**src/rtl/led_seq_ctrl.sv**
```systemverilog
// Run/pause/single-step sequencer for the two-LED Gray-code pattern.
// Raw buttons are synchronised and debounced; p is synchronised only.
module led_seq_ctrl #(
   parameter int STEP_CYCLES     = 50_000_000,
   parameter int DEBOUNCE_CYCLES = 1_000_000,
   parameter int TIMER_W         = 31
) (
   input  logic       clk,
   input  logic       rst,
   input  logic       p,
   input  logic       run_btn,
   input  logic       step_btn,
   output logic [1:0] Led,
   output logic [1:0] pos,
   output logic       running,
   output logic       step_tick
);

   typedef enum logic [1:0] {
      IDLE,
      RUN,
      PAUSE
   } state_t;

   localparam logic [TIMER_W-1:0] STEP_LAST = TIMER_W'(STEP_CYCLES - 1);
   localparam logic [TIMER_W-1:0] DB_LAST   = TIMER_W'(DEBOUNCE_CYCLES - 1);

   // Bit 0 = p, bit 1 = run_btn, bit 2 = step_btn.
   logic [2:0]         sync1;
   logic [2:0]         sync2;

   // Button index 0 = run, 1 = step.
   logic [1:0]         btn_smp;
   logic [1:0]         btn_lvl;
   logic [1:0]         btn_lvl_q;
   logic [1:0]         btn_evt;
   logic [TIMER_W-1:0] db_cnt [2];

   state_t             state;
   logic [TIMER_W-1:0] timer;
   logic               dir;
   logic               run_evt;
   logic               step_evt;
   logic [1:0]         pos_adv;

   function automatic logic [1:0] pattern(input logic [1:0] ps);
      logic [1:0] led;
      unique case (ps)
         2'd0:    led = 2'b11;
         2'd1:    led = 2'b01;
         2'd2:    led = 2'b00;
         default: led = 2'b10;
      endcase
      return led;
   endfunction

   always_ff @(posedge clk or posedge rst) begin
      if (rst) begin
         sync1 <= '0;
         sync2 <= '0;
      end else begin
         sync1 <= {step_btn, run_btn, p};
         sync2 <= sync1;
      end
   end

   assign dir     = sync2[0];
   assign btn_smp = sync2[2:1];

   // Press events come from the registered level so they trail the flip by one edge.
   always_ff @(posedge clk or posedge rst) begin
      if (rst) begin
         btn_lvl   <= '0;
         btn_lvl_q <= '0;
         btn_evt   <= '0;
         for (int unsigned i = 0; i < 2; i++) begin
            db_cnt[i] <= '0;
         end
      end else begin
         btn_lvl_q <= btn_lvl;
         btn_evt   <= btn_lvl & ~btn_lvl_q;
         for (int unsigned i = 0; i < 2; i++) begin
            if (btn_smp[i] != btn_lvl[i]) begin
               if (db_cnt[i] == DB_LAST) begin
                  btn_lvl[i] <= btn_smp[i];
                  db_cnt[i]  <= '0;
               end else begin
                  db_cnt[i] <= db_cnt[i] + 1'b1;
               end
            end else begin
               db_cnt[i] <= '0;
            end
         end
      end
   end

   assign run_evt  = btn_evt[0];
   assign step_evt = btn_evt[1];
   assign pos_adv  = dir ? pos + 2'd1 : pos - 2'd1;

   always_ff @(posedge clk or posedge rst) begin
      if (rst) begin
         state     <= IDLE;
         timer     <= '0;
         pos       <= '0;
         Led       <= 2'b11;
         running   <= 1'b0;
         step_tick <= 1'b0;
      end else begin
         step_tick <= 1'b0;
         unique case (state)
            IDLE: begin
               if (run_evt) begin
                  state   <= RUN;
                  running <= 1'b1;
                  timer   <= '0;
               end
            end
            RUN: begin
               if (run_evt) begin
                  state   <= PAUSE;
                  running <= 1'b0;
               end else if (timer == STEP_LAST) begin
                  timer     <= '0;
                  pos       <= pos_adv;
                  Led       <= pattern(pos_adv);
                  step_tick <= 1'b1;
               end else begin
                  timer <= timer + 1'b1;
               end
            end
            PAUSE: begin
               // A run event in the same cycle as a step swallows the step.
               if (run_evt) begin
                  state   <= RUN;
                  running <= 1'b1;
                  timer   <= '0;
               end else if (step_evt) begin
                  pos       <= pos_adv;
                  Led       <= pattern(pos_adv);
                  step_tick <= 1'b1;
               end
            end
            default: begin
               state   <= IDLE;
               running <= 1'b0;
            end
         endcase
      end
   end

endmodule

```
**config.mk**
```make
export PLATFORM = sky130hd
export DESIGN_NAME = led_seq_ctrl
export DESIGN_NICKNAME = d
export VERILOG_FILES = /design/src/rtl/led_seq_ctrl.sv
export SDC_FILE = /design/constraint.sdc
export NUM_CORES = 1
export LEC_CHECK = 0
export BUFFER_PORTS_ARGS = -buffer_cell sky130_fd_sc_hd__buf_2
export CAP_MARGIN = 20
export CELL_PAD_IN_SITES_DETAIL_PLACEMENT = 1
export CELL_PAD_IN_SITES_GLOBAL_PLACEMENT = 1
export CORE_MARGIN = 3
export CORE_UTILIZATION = 50
export CTS_CLUSTER_SIZE = 25
export DETAILED_ROUTE_END_ITERATION = 12
export GPL_ROUTABILITY_DRIVEN = 0
export MAX_ROUTING_LAYER = met4
export PLACE_DENSITY_LB_ADDON = 0.2
export SYNTH_ARGS = -nofsm -noshare
export SYNTH_HDL_FRONTEND = slang
export SYNTH_SLANG_ARGS = --single-unit
```
**constraint.sdc**
```tcl
create_clock -name clk -period 5.62 [get_ports clk]
set_input_delay 1.405 -clock clk [delete_from_list [all_inputs] [get_ports clk]]
set_output_delay 1.405 -clock clk [all_outputs]
set_load 0.05 [all_outputs]
```
Word level (Yosys, flattened, before mapping)
Index checks and enable logic that the tools add are counted.

storage, ports and cells
  register bits after elaboration = 113
  latch bits = 0
  RAM bits = 0
  memory bits (read-only) = 0
  logic and storage cells = 77
  memories = 0

cells by class
  add/sub/neg operators = 5
  multipliers = 0
  div/mod/pow operators = 0
  $lt $le $gt $ge = 0
  eq/ne operators = 15
  shift-type cells = 0
  multiplexer cells = 31
  bitwise logic cells = 2
  reductions and logical operators = 10

operators by type and width
  cell                   count
  $mux 31                7
  $add 31x1->31 const B  3
  $eq 31x20->1 const B   2
  $pmux 31 s2            1
  $eq 31x26->1 const B   1
  $mux 2                 11
  $pmux 2 s2             3
  $ne 2x2->1 const B     5
  $mux 1                 6
  $pmux 2 s3             1
  $reduce_and 2->1       3
  $reduce_and 5->1       1
  $eq 2x1->1 const B     2
  $eq 2x2->1 const B     2
  $logic_not 2->1        2
  $pmux 1 s2             2
  $reduce_bool 2->1      2
  $reduce_and 3->1       1
  $add 2x1->2 const B    1
  $and 2x2->2            1
  $ne 1x1->1             2
  $ne 2x1->1 const B     1
  $not 2->2              1
  $reduce_or 2->1        1
  $sub 2x1->2 const B    1

Logic depth before layout (Yosys ltp)
Gate-level depths: netlist of run 1.

  depth in word-level cells = 7
  gate-level depth with buffers = 8

Least setup slack after synthesis of run 1
No wires, ideal clock.

  kind = flip-flop to output port
  start = register pos[0]
  end = output port pos[0]
  arrival time = 0.669 ns
  setup slack = 3.546 ns
  cell stages (with the launch flop) = 1
  path buffers = 0
  cells stage by stage = dfrtp_1

RTL lines
  element                 line  RTL
  start, declared         14    output logic [1:0] pos,
  start signal, assigned  125   pos <= pos_adv;
  start signal, assigned  139   pos <= pos_adv;

No word-level cell between the ends.

Worst setup path in the final report of run 1
  start = register Led[0]
  end = output port Led[0]

RTL lines
  element                 line  RTL
  start, declared         13    output logic [1:0] Led,
  start signal, assigned  126   Led <= pattern(pos_adv);
  start signal, assigned  140   Led <= pattern(pos_adv);

No word-level cell between the ends.

==> results of run 1 <==
## final cells by class
| type | instances | share of cell area (%) |
|---|---|---|
| Sequential cell | 113 | 43.9 |
| Multi-Input combinational cell | 426 | 42.0 |
| Clock buffer | 17 | 6.59 |
| Tap cell | 140 | 2.71 |
| Clock inverter | 15 | 2.50 |
| Timing Repair Buffer | 13 | 1.74 |
| Inverter | 10 | 0.620 |
## kinds of logic after synthesis
| family | after synthesis |
|---|---|
| simple gates | 299 |
| flops | 113 |
| xor+xnor | 85 |
| buf+inv | 32 |
| compound gates | 31 |
| fa+ha+maj | 6 |
| mux | 5 |
## power groups by stage
stage | Sequential [mW] | Clock [mW] | Combinational [mW]
finish | 0.824 | 1.07 | 0.0409
global route | 0.825 | 1.12 | 0.0468
CTS | 0.824 | 1.08 | 0.0376
detailed placement | 0.839 | 0 | 0.0372
global placement | 0.838 | 0 | 0.0357
floorplan | 0.838 | 0 | 0.0280
## routing by layer
| layer | part of all wire (%) | vias up |
|---|---|---|
| met5 | 0 | - |
| met2 | 51 | 52 |
| met1 | 44 | 2153 |
| met3 | 2.4 | 27 |
| met4 | 2.2 | 0 |
| li1 | - | 2009 |
## synth_stat cells, drive strengths merged, types with 2 or more instances
library cell  number  share of area (%)
a21o               2               0.26
a21oi              9               0.79
a22oi              2               0.35
a31oi              2               0.22
and2               8               0.90
and3              18                2.1
and4              12                1.8
buf               16                1.8
clkbuf             6               0.42
dfrtp            111                 49
dfstp              2               0.92
ha                 6                1.3
inv               10               0.66
mux2               4               0.92
nand2             30                2.0
nand2b             2               0.22
nand3             40                3.8
nand4             36                4.1
nand4b             2               0.31
nor2              99                6.8
nor2b              3               0.33
nor3              16                1.4
nor3b              2               0.26
nor4              15                2.1
nor4b              6               0.92
o21ai             10               0.88
o31ai              2               0.44
or2                3               0.33
or3                4               0.44
xnor2             34                5.2
xor2              51                7.8
## stage by stage
step / hold WS (ns) / instances
final: 0.348 / 734
after global routing: 0.363 / 734
after CTS: 0.350 / 732
after detailed placement: 0.338 / 700
after global placement: 0.335 / 700
after floorplan: 0.331 / 571
## path summary, 6_finish.rpt
| kind | endpoint | slack, ns |
|---|---|---|
| worst max-delay path | Led[0] | 3.01 |
| worst max register to register | timer[28]$_DFFE_PP0P_ | 3.11 |
| max in group asynchronous | Led[1]$_DFFE_PP1P_ | 3.63 |
| worst min-delay path | sync2[0]$_DFF_PP0_ | 0.35 |
| min in group asynchronous | db_cnt[5]$_DFF_PP0_ | 0.88 |
| worst min register to register | sync2[0]$_DFF_PP0_ | 0.35 |
## placed cells by master (no fill, tap or decap), types with 3 or more instances in the layout
cell type and n:
dfrtp_1 111, nor2_1 98, xor2_1 51, nand3_1 37, nand4_1 35, xnor2_1 34, nand2_1 29, and3_1 17
clkbuf_16 17, nor3_1 16, and4_1 12, nor4_1 12, buf_2 10, a21oi_1 9, o21ai_0 9, inv_1 9
nor4b_1 6, and2_1 6, ha_1 6, clkinv_4 5, or3_1 4, clkinvlp_4 4, nor2b_1 3, nand3_2 3
## registers in the layout, summed over array words and instances, names as in the netlist
name,cells
pos,2
state,2
btn_lvl,2
timer,31
sync2,3
step_tick,1
btn_lvl_q,2
Led,2
running,1
db_cnt,62
sync1,3
btn_evt,2
==> qor.txt, run 1 <==
register area share after synthesis - 49.6%
CP delay by family, top - flip-flops
multi-input logic area - 2710 µm²
largest family of logic cells by synthesized area - simple AND/OR/NAND/NOR gates
WL final - 13700 µm
Worst Reg-to-Reg Cells - 7
endpoints failing setup - 0
hold crit path type - flop to flop
Synth Area in Compound Gates - 3.73%
GRT Util Overall - 23.3%
Final nets - 592
cells along the critical path - buf_2
CP max stage cell - dfstp_2
met3 Track Usage GR - 4.87%
synthesis warning total - 0
hpwl dp - 8680 µm
# DRC - 0
syn_nets - 582
Die X - 113 µm
P_int - 1.49 mW
Buf+Inv Stages, Crit Path - 1
crit path time final - 2.61 ns
clk buf depth - 2
Final ANT Viol Nets - 0
Reg area - 2830 µm²
post-synthesis mux area share - 1.10%
CP max stage delay - 0.53 ns
DR pass1 iterations - 4
Fill cells - 1212
number of enable flip-flop cells after synthesis - 0
Max Cap Viol - 0
Std-Cell Rows - 38
DR vias - 4241
Initial DRC Count - 242
vias per cell - 5.78
GRT overflow - 0
Initial Util - 51.9%
PortBufs - 10
crit path capture type - output pin
number of buffers created by CTS - 17
post-route setup TNS - 0 ns
Max Clock Skew - 0.00803 ns
hold wc startpoint - sync1[0]$_DFF_PP0_
post_cts resized - 0
Slew Viols, Final - 0
PwrDens - 300 nW/µm²
core area - 11000 µm²
ys async rst share - 100%
XOR/XNOR share of the synthesized area - 13.1%
Net Sw Frac - 23.2%
final hold viol count - 0
fin util - 58.8%
synthesis-to-finish area growth - 13.2%
total power - 1.93 mW
post-CTS setup buffer count - 0
combinational share of power - 2.1%
Seq cells post-synth - 113
Routed WL per cell - 18.7 µm
Worst Path Arrival - 1.20 ns
CTS root buffer - clkbuf_16
Post-Synth Simple-Gate Area - 28.3%
sw power - 0.449 mW
met2 GRT Util - 37.8%
first-pass GRT wire length - 22900 µm
met1 usage - 28.2%
pre-CTS WS - 2.81 ns
fin area - 6450 µm²
CP Launch Point - Led[0]$_DFFE_PP1P_
Post-Synthesis Cells - 571
RSZ-0062 raised after global routing - false
worst-skew pair later-pin latency - 0.42 ns
CTS Sinks - 113
Main synth FF type - dfrtp_1
largest net degree at the start of global routing - 82
vias in the first global route - 4664
status - finished, final reports clean
Worst Path Required - 4.22 ns
syn_area_per_cell - 9.98 µm²
share of layout cells above drive strength 1 - 11.8%
Crit. path cell count - 1
Final Worst Setup Slack - 3.01 ns
adder-cell area share of the yosys netlist - 1.32%
Seq pwr share - 42.6%
DP Area - 5810 µm²
Pleak - 2.79 nW
grt peak-use layer - met2
Worst VDD drop - 264 µV
Fmax - 384 MHz
Die Y - 113 µm
Netlist Area Pre-Place - 5700 µm²
Slew @ Worst Pin - 0.992 ns
Ports - 11
hold path depth - 0
die area - 12700 µm²
Setup CP Type - flop to output pin
Slew HR - 33.4%
post-route clock period utilization - 46.4%
H-tree depth - 4
CP Launch Type - flop
synth unique cells - 55
worst-path fanout max - 2
TritonCTS clock tree - built
# hold bufs at CTS - 0
RR Startpoint - state[1]$_DFFE_PP0P_
Clk pwr share - 55.3%
clock slew at reported path FFs - 0.06 ns
diode count - 0
initial antenna violation count - 0
No activity file was read; power rests on OpenSTA's default activity.
==> inputs of run 2 (changes only) <==
==> constraint.sdc (replaced) <==
create_clock -name clk -period 2.6 [get_ports clk]
set_input_delay 0.65 -clock clk [delete_from_list [all_inputs] [get_ports clk]]
set_output_delay 0.65 -clock clk [all_outputs]
set_load 0.05 [all_outputs]
==> run 2 against run 1 <==
Critical path depth rose by 6. Wire length grew 0.14%. Hold slack lost 0.035 ns. Final area is 0.76% lower. Via count is 1.9% higher. Clock skew grew 0.0011 ns. Sequential share of layout area rose by 0.33 points. Clock power up 94%. Core utilization fell by 0.44 points. Global-route usage rose by 1.3 points. Setup slack worse by 2.7 ns. Largest power group unchanged.
==> qor.txt, run 2 (synthesized netlist as in run 1, its figures left out) <==
status - finished, final reports clean
Initial DRC Count - 312
endpoints failing setup - 0
sw power - 0.845 mW
DP Area - 5880 µm²
met3 Track Usage GR - 5.99%
Slew @ Worst Pin - 1.02 ns
PortBufs - 10
largest register by flop count - db_cnt
Fmax - 432 MHz
CP max stage delay - 0.42 ns
Std-Cell Rows - 38
total power - 3.95 mW
Die Y - 113 µm
CTS Sinks - 113
crit path time final - 2.32 ns
Net Sw Frac - 21.4%
post-route clock period utilization - 89.1%
die area - 12700 µm²
Die X - 113 µm
CP Launch Type - flop
share of layout cells above drive strength 1 - 11.4%
number of buffers created by CTS - 17
commonest non-fill, non-tap cell in the layout - dfrtp_1
TritonCTS clock tree - built
first-pass GRT wire length - 24300 µm
vias in the first global route - 4769
WL final - 13700 µm
CP max stage cell - dfrtp_1
Clk pwr share - 52.7%
Routed WL per cell - 18.6 µm
RSZ-0062 raised after global routing - false
met1 usage - 29.6%
hpwl dp - 8870 µm
Worst Path Arrival - 2.64 ns
Ports - 11
Pleak - 2.78 nW
clk buf depth - 2
Final nets - 595
clock slew at reported path FFs - 0.05 ns
Slew Viols, Final - 0
fin util - 58.3%
# DRC - 0
DR pass1 iterations - 4
worst-path fanout max - 7
max reg flops - 62
CTS root buffer - clkbuf_16
final hold viol count - 0
synthesis-to-finish area growth - 12.4%
# hold bufs at CTS - 0
post-route setup TNS - 0 ns
CP delay by family, top - simple AND/OR/NAND/NOR gates
non-filler cells, final - 737
worst-skew pair later-pin latency - 0.41 ns
Worst Path Required - 2.92 ns
P_int - 3.10 mW
largest net degree at the start of global routing - 50
grt peak-use layer - met2
hold crit path type - primary input to asynchronous set/reset pin
post-CTS setup buffer count - 0
Setup CP Type - flop to flop
combinational share of power - 2.1%
Seq pwr share - 45.2%
Max Cap Viol - 0
cells along the critical path - inv_1 > ha_1 > a22oi_2 > and3_1 > nand3_1 > or3_1 > a21oi_1
GRT Util Overall - 24.6%
Slew HR - 31.5%
most frequent cells in the layout - dfrtp_1 (111), nor2_1 (98), xor2_1 (51), nand3_1 (37), nand4_1 (35)
GRT overflow - 0
vias per cell - 5.86
fin area - 6400 µm²
PwrDens - 616 nW/µm²
Regs by FF count - db_cnt x62, timer x31
Placed Cells - 705
post_cts resized - 0
Max Clock Skew - 0.00913 ns
diode count - 0
initial antenna violation count - 0
Final ANT Viol Nets - 0
core area - 11000 µm²
DR vias - 4320
Buf+Inv Stages, Crit Path - 1
Initial Util - 51.9%
H-tree depth - 4
met2 GRT Util - 40.0%
crit path capture type - flop
Worst VDD drop - 462 µV
## run 2: path summary, 6_finish.rpt
kind,startpoint,end,slack [ns],cells past startpoint
worst max-delay path,state[1]$_DFFE_PP0P_,timer[30]$_DFFE_PP0P_,0.28,7
worst min-delay path,rst,db_cnt[24]$_DFF_PP0_,0.31,2
worst max register to register,state[1]$_DFFE_PP0P_,timer[30]$_DFFE_PP0P_,0.28,7
worst min register to register,sync1[2]$_DFF_PP0_,sync2[2]$_DFF_PP0_,0.35,0
max in group asynchronous,rst,db_cnt[54]$_DFF_PP0_,1.64,3
min in group clk,step_btn,sync1[2]$_DFF_PP0_,0.35,1
## run 2: final cells by class
| type | count | area [µm²] |
|---|---|---|
| clock inverter | 6 | 30.0 |
| timing repair buffer | 16 | 120 |
| multi-input combinational | 426 | 2710 |
| fill | 1217 | 4580 |
| inverter | 10 | 41.3 |
| tap | 140 | 175 |
| clock buffer | 26 | 499 |
| sequential | 113 | 2830 |
## run 2: through the flow
stage / hold slack (ns) / setup WS, ns
CTS: 0.321 / 0.314
detailed placement: 0.339 / 0.352
floorplan: 0.331 / 0.580
finish: 0.313 / 0.284
global placement: 0.333 / 0.493
global route: 0.325 / 0.137
## run 2: power by group through the flow
stage | clock, mW | combinational, mW | sequential (mW)
2_1_floorplan | 0 | 0.0609 | 1.81
3_3_place_gp | 0 | 0.0840 | 1.81
3_5_place_dp | 0 | 0.0876 | 1.81
4_1_cts | 2.12 | 0.0885 | 1.78
5_1_grt | 2.22 | 0.0978 | 1.78
6_report | 2.08 | 0.0834 | 1.78
## run 2: routing by layer
layer	wire, µm	up-vias
met4	261	0
met2	7110	53
met5	0	-
li1	-	2022
met3	384	18
met1	5980	2227
